`src/rtl/coeff_loader_pkg.sv`:
```
// coeff_loader_pkg: shared types and helpers for the coefficient loader.
//   state_e   : loader FSM states (idle, loading the shadow bank, pending swap).
//   unity_tap : largest positive signed value for a tap of the given width,
//               used as the pass-through impulse when the unity reset is built in.
package coeff_loader_pkg;

  typedef enum logic [1:0] {
    StIdle,
    StLoad,
    StPend
  } state_e;

  function automatic int unsigned unity_tap(input int unsigned bits);
    return (32'd1 << (bits - 32'd1)) - 32'd1;
  endfunction

endpackage

```
`src/rtl/coeff_bank.sv`:
```
// coeff_bank: shadow and active coefficient storage for one band filter.
//   clk_i      : system clock
//   rst_ni     : synchronous active-low reset (active bank only)
//   wr_en_i    : write wr_data_i into shadow[wr_idx_i]
//   wr_idx_i   : shadow write index
//   wr_data_i  : signed tap, stored verbatim
//   swap_i     : copy the whole shadow bank into the active bank
//   feed_o     : active bank flattened, tap k at [k*COEFF_BITS +: COEFF_BITS]
// Build option COEFF_LOADER_UNITY_RESET_EN: when defined, reset loads a unity
// impulse (tap 0 at full scale, rest 0); otherwise every active tap resets to 0.
module coeff_bank
  import coeff_loader_pkg::*;
#(
  parameter int unsigned NUMBER_OF_TAPS = 64,
  parameter int unsigned COEFF_BITS     = 16,
  parameter int unsigned COUNTER_BITS   = 6
) (
  input  logic                                 clk_i,
  input  logic                                 rst_ni,
  input  logic                                 wr_en_i,
  input  logic [COUNTER_BITS-1:0]              wr_idx_i,
  input  logic [COEFF_BITS-1:0]                wr_data_i,
  input  logic                                 swap_i,
  output logic [COEFF_BITS*NUMBER_OF_TAPS-1:0] feed_o
);

  logic [COEFF_BITS-1:0] shadow_q [NUMBER_OF_TAPS];
  logic [COEFF_BITS-1:0] active_q [NUMBER_OF_TAPS];

  // Shadow bank is deliberately not reset; it only matters after a full load.
  always_ff @(posedge clk_i) begin
    if (wr_en_i) begin
      shadow_q[wr_idx_i] <= wr_data_i;
    end
  end

  always_ff @(posedge clk_i) begin
    if (!rst_ni) begin
      for (int k = 0; k < NUMBER_OF_TAPS; k++) begin
        active_q[k] <= '0;
      end
`ifdef COEFF_LOADER_UNITY_RESET_EN
      active_q[0] <= COEFF_BITS'(unity_tap(COEFF_BITS));
`endif
    end else if (swap_i) begin
      active_q <= shadow_q;
    end
  end

  always_comb begin
    feed_o = '0;
    for (int k = 0; k < NUMBER_OF_TAPS; k++) begin
      feed_o[k*COEFF_BITS +: COEFF_BITS] = active_q[k];
    end
  end

endmodule

```
`src/rtl/coeff_loader.sv`:
```
// coeff_loader: streams signed taps into a shadow bank and swaps them into the
// active bank only on a sample boundary (phase_min), so a convolution pass never
// mixes two coefficient sets.
//   clk         : system clock
//   rst         : synchronous active-low reset
//   phase_min   : sample-boundary strobe
//   load_start  : begin (or restart) loading a coefficient set
//   coeff_in    : signed tap, tap 0 first
//   coeff_valid : coeff_in is valid
//   coeff_ready : a tap is accepted this cycle
//   coeffs_feed : active bank, tap k at [k*COEFF_BITS +: COEFF_BITS]
//   busy        : loader not idle
//   load_done   : one-cycle pulse when a new bank becomes active
//   load_error  : one-cycle pulse when a load is aborted and restarted
// Build option COEFF_LOADER_UNITY_RESET_EN selects the unity-impulse reset
// pattern of the active bank (see coeff_bank).
module coeff_loader
  import coeff_loader_pkg::*;
#(
  parameter int unsigned NUMBER_OF_TAPS = 64,
  parameter int unsigned COEFF_BITS     = 16,
  parameter int unsigned COUNTER_BITS   = 6
) (
  input  logic                                 clk,
  input  logic                                 rst,
  input  logic                                 phase_min,
  input  logic                                 load_start,
  input  logic [COEFF_BITS-1:0]                coeff_in,
  input  logic                                 coeff_valid,
  output logic                                 coeff_ready,
  output logic [COEFF_BITS*NUMBER_OF_TAPS-1:0] coeffs_feed,
  output logic                                 busy,
  output logic                                 load_done,
  output logic                                 load_error
);

  localparam logic [COUNTER_BITS-1:0] LastIdx = COUNTER_BITS'(NUMBER_OF_TAPS - 1);

  state_e                  state_q;
  logic [COUNTER_BITS-1:0] idx_q;
  logic                    coeff_ready_q;
  logic                    busy_q;
  logic                    load_done_q;
  logic                    load_error_q;

  logic wr_en;
  logic swap;

  // A tap landing in the same cycle as a restart is dropped so the new set
  // starts cleanly at index 0.
  always_comb begin
    wr_en = (state_q == StLoad) && coeff_valid && !load_start;
    swap  = (state_q == StPend) && phase_min;
  end

  always_ff @(posedge clk) begin
    if (!rst) begin
      state_q       <= StIdle;
      idx_q         <= '0;
      coeff_ready_q <= 1'b0;
      busy_q        <= 1'b0;
      load_done_q   <= 1'b0;
      load_error_q  <= 1'b0;
    end else begin
      load_done_q  <= 1'b0;
      load_error_q <= 1'b0;
      unique case (state_q)
        StIdle: begin
          if (load_start) begin
            state_q       <= StLoad;
            idx_q         <= '0;
            coeff_ready_q <= 1'b1;
            busy_q        <= 1'b1;
          end
        end
        StLoad: begin
          if (load_start) begin
            idx_q        <= '0;
            load_error_q <= 1'b1;
          end else if (coeff_valid) begin
            idx_q <= idx_q + COUNTER_BITS'(1);
            // phase_min is not looked at here: a boundary coinciding with the
            // last tap must wait for the next one.
            if (idx_q == LastIdx) begin
              state_q       <= StPend;
              coeff_ready_q <= 1'b0;
            end
          end
        end
        StPend: begin
          if (phase_min) begin
            state_q     <= StIdle;
            busy_q      <= 1'b0;
            load_done_q <= 1'b1;
          end
        end
        default: begin
          state_q       <= StIdle;
          coeff_ready_q <= 1'b0;
          busy_q        <= 1'b0;
        end
      endcase
    end
  end

  assign coeff_ready = coeff_ready_q;
  assign busy        = busy_q;
  assign load_done   = load_done_q;
  assign load_error  = load_error_q;

  coeff_bank #(
    .NUMBER_OF_TAPS (NUMBER_OF_TAPS),
    .COEFF_BITS     (COEFF_BITS),
    .COUNTER_BITS   (COUNTER_BITS)
  ) u_bank (
    .clk_i     (clk),
    .rst_ni    (rst),
    .wr_en_i   (wr_en),
    .wr_idx_i  (idx_q),
    .wr_data_i (coeff_in),
    .swap_i    (swap),
    .feed_o    (coeffs_feed)
  );

endmodule

```
`config.mk`:
```
export PLATFORM = sky130hd
export DESIGN_NAME = coeff_loader
export DESIGN_NICKNAME = d
export VERILOG_FILES = /design/src/rtl/coeff_loader_pkg.sv /design/src/rtl/coeff_bank.sv /design/src/rtl/coeff_loader.sv
export SDC_FILE = /design/constraint.sdc
export NUM_CORES = 2
export LEC_CHECK = 0
export BUFFER_PORTS_ARGS = -buffer_cell sky130_fd_sc_hd__buf_2
export CORE_MARGIN = 5
export CORE_UTILIZATION = 43
export DETAILED_ROUTE_END_ITERATION = 10
export GPL_TIMING_DRIVEN = 0
export PLACE_DENSITY = 0.64
export SLEW_MARGIN = 25
export SYNTH_ARGS = -nofsm -noshare
export SYNTH_HDL_FRONTEND = slang
export SYNTH_SLANG_ARGS = --single-unit
```
`constraint.sdc`:
```
create_clock -name clk -period 2.7 [get_ports clk]
set_input_delay 0.405 -clock clk [delete_from_list [all_inputs] [get_ports clk]]
set_output_delay 0.405 -clock clk [all_outputs]
set_load 0.05 [all_outputs]
```
==> results.json <==
{
  "final_cells": 9300,
  "die_x_um": 411,
  "finalCritPeriodShare_pct": 109,
  "seq_area_um2": 51500,
  "placementRows": 147,
  "r2r_setup_slack_ns": -0.24,
  "syn_to_final_growth_pct": 23.8,
  "ys_types": 34,
  "wl_per_cell_um": 24.2,
  "endpoint_kind": "flip-flop",
  "clock_sinks": 2060,
  "cp-start-kind": "flip-flop",
  "h-tree-depth": 4,
  "outcome": "complete, but fails checks",
  "slew_viol_final": 0,
  "grt_max_degree": 65,
  "hold_depth": 5,
  "ys_warn_count": 0,
  "ant_nets": 0,
  "holdCritPathClass": "input pin to flip-flop",
  "initial_utilization_pct": 43.2,
  "drive_gt1_share_pct": 23.5,
  "seq_area_frac_synth_pct": 74.4,
  "synthTopCellsByArea": "edfxtp_1 (44%), dfxtp_1 (30%), nand2_1 (11%), a21boi_0 (7.9%), a21boi_1 (3.3%)",
  "netlist_top_cells_count": "nand2_1 (2054), dfxtp_1 (1036), edfxtp_1 (1024)",
  "crit_path_max_fanout": 14,
  "worstHoldStart": "load_start",
  "p_leak_nw": 31.4,
  "total_power_w": 0.0622,
  "synth_cells": 5617,
  "core_um2": 160000,
  "root_buffer": "clkbuf_16",
  "numPortBuffers": 1047,
  "avgSynthCellArea_um2": 12.3,
  "io_pins": 1049,
  "grt_overflow": 0,
  "yosysMostFrequentCell": "nand2_1",
  "synth_top_cell_by_area": "edfxtp_1",
  "gp_congestion": 0.841,
  "synth_nets": 5639,
  "num-fill-cells": 13900,
  "r2r_start": "state_q[0]",
  "antenna_found_initial": 12,
  "finClkSkew_ns": 0.0349,
  "drt_iter0_drc": 3984,
  "min_period_ns": 2.94,
  "multi_input_area_um2": 16400,
  "critPathArrivalTime_ns": 3.45,
  "netlist_area_um2": 69200,
  "drv_cap": 0,
  "ys_ff_latch": 2060,
  "relSlewSlack_pct": 28.1,
  "hold_slack_ns": 0.133,
  "vias_per_cell": 5.09,
  "peakVddDrop_mv": 0.611,
  "fin_ws_ns": -0.236,
  "vias": 47300,
  "rr_worst_depth": 6,
  "final_nets": 6978,
  "worstSetupPathType": "flip-flop to flip-flop",
  "rsz0062_at_grt": "true",
  "cp.required_ns": 3.22,
  "violations": "negative setup slack",
  "drtPass1Iterations": 6,
  "tritoncts": "built",
  "pwr_density_cell_nw_per_um2": 726,
  "die_y_um": 411,
  "worstHoldEndpoint": "idx_q[1]",
  "synth_edf_count": 1024,
  "synth-main-ff-cell": "dfxtp_1",
  "placed_cells": 8875,
  "setup_viol": 179,
  "insertion_delay_ns": 0.83,
  "drc": 0,
  "grt_pass1_vias": 45800,
  "die_area_um2": 169000,
  "grtUsageTotal_pct": 25.7,
  "numCtsBuffers": 203,
  "clkTransAtPathRegs_ns": 0.06,
  "grt_pass1_wl_mm": 315,
  "fmax_mhz": 341,
  "wl_mm": 225,
  "yosysTopAreaCellShare_pct": 44.4,
  "cts_buffer_depth": 3,
  "rr_endpoint": "u_bank.shadow_q[291]",
  "place_hpwl_mm": 155,
  "hold_viol": 0,
  "worst_slew_pin_slew_ns": 1.08,
  "async_flop_share_pct": 0
}
-- critical path: stages (launching register included) --
cell and delay [ns]:
dfxtp_1 0.33, buf_2 0.20, nor4bb_1 0.24, buf_2 0.26, nand3_2 0.70, nor2_2 0.63
buf_6 0.26
-- worst max-delay path by stage --
stage                           from                   end  slack [ns]  cells after the start
after global placement    load_start  u_bank.shadow_q[530]       -1.82                      5
final                     state_q[0]  u_bank.shadow_q[291]       -0.24                      6
after global routing      state_q[0]  u_bank.shadow_q[941]       -0.41                      6
after detailed placement  load_start  u_bank.shadow_q[706]       -0.53                      5
after floorplan           state_q[0]  u_bank.shadow_q[144]        0.42                      5
after CTS                 state_q[0]  u_bank.shadow_q[455]       -0.32                      6
-- cells by family (layout without fill, tap and decap cells) --
| group | Yosys count | after routing | share of synthesized area [%] |
|---|---|---|---|
| DFF | 2060 | 2060 | 74.4 |
| other | 0 | 2 | 0 |
| buffers and inverters | 356 | 1877 | 2.48 |
| and+or+nand+nor | 2159 | 2159 | 11.9 |
| adders and majority gates | 1 | 1 | 0.0181 |
| xor gates and xnor gates | 1 | 1 | 0.0127 |
| AOI/OAI and AO/OA | 1040 | 1040 | 11.2 |
-- registers in the layout, summed over array words and instances, names as in the netlist --
register	count
busy	1
coeff_ready	1
idx_q	6
load_done	1
load_error	1
state_q	2
u_bank.feed_o	1024
u_bank.shadow_q	1024
-- what timing repair did --
item / in CTS / in global routing
hold buffers: 19 / 0
endpoints found under the setup margin: 544 / 575
pin swaps: 7 / 8
setup buffers: 6 / 11
hold endpoints to repair: 138 / 0
cloned: 0 / 0
resized for setup: 28 / 8
-- where the power goes --
group / leakage [nW] / switching [W] / internal, W
clock network: 3.30 / 0.0121 / 0.0162
registers: 17.5 / 0.00000348 / 0.0328
logic: 10.6 / 0.000867 / 0.000335
total: 31.4 / 0.0129 / 0.0493
-- final cells by class --
| type | instances | area share (%) |
|---|---|---|
| plain buffers | 355 | 2.00 |
| well taps | 2160 | 3.15 |
| repair buffers | 1134 | 7.76 |
| diodes | 2 | 0.00584 |
| inverters | 1 | 0.00438 |
| multi-input cells | 3201 | 19.1 |
| clock buffers | 286 | 6.77 |
| clock inverters | 101 | 1.10 |
| flip-flops and latches | 2060 | 60.1 |
-- metal layers --
metal	global-route usage, %	wire length (um)
met5	0	0
met1	31.3	86800
met2	43.3	109000
met3	6.67	18800
met4	11.0	10400
-- cell usage in the layout, fill, tap and decap left out, drive strengths merged, types with 3 or more instances in the layout --
cell,netlist,layout
a21boi,1025,1025
a21oi,7,7
buf,184,1299
bufinv,0,12
clkbuf,171,457
clkinv,0,71
clkinvlp,0,10
dfxtp,1036,1036
dlygate4sd3,0,19
edfxtp,1024,1024
inv,1,9
nand2,2054,2054
nand3,5,5
nand3b,7,7
nor2,70,70
nor2b,3,3
o21ai,3,3
o31ai,4,4
or4,3,3
-- metrics by stage --
step / setup WS (ns) / TNS [ns] / utilization, % / area, um2
floorplan: 0.424 / 0 / - / 69200
CTS: -0.320 / -57.88 / 53.3 / 85500
global route: -0.411 / -65.31 / 53.4 / 85700
finish: -0.236 / -20.20 / 53.4 / 85700
global placement: -1.82 / -1634.28 / 48.1 / 77200
detailed placement: -0.533 / -171.62 / 48.8 / 78300
No activity file was read; power rests on OpenSTA's default activity.
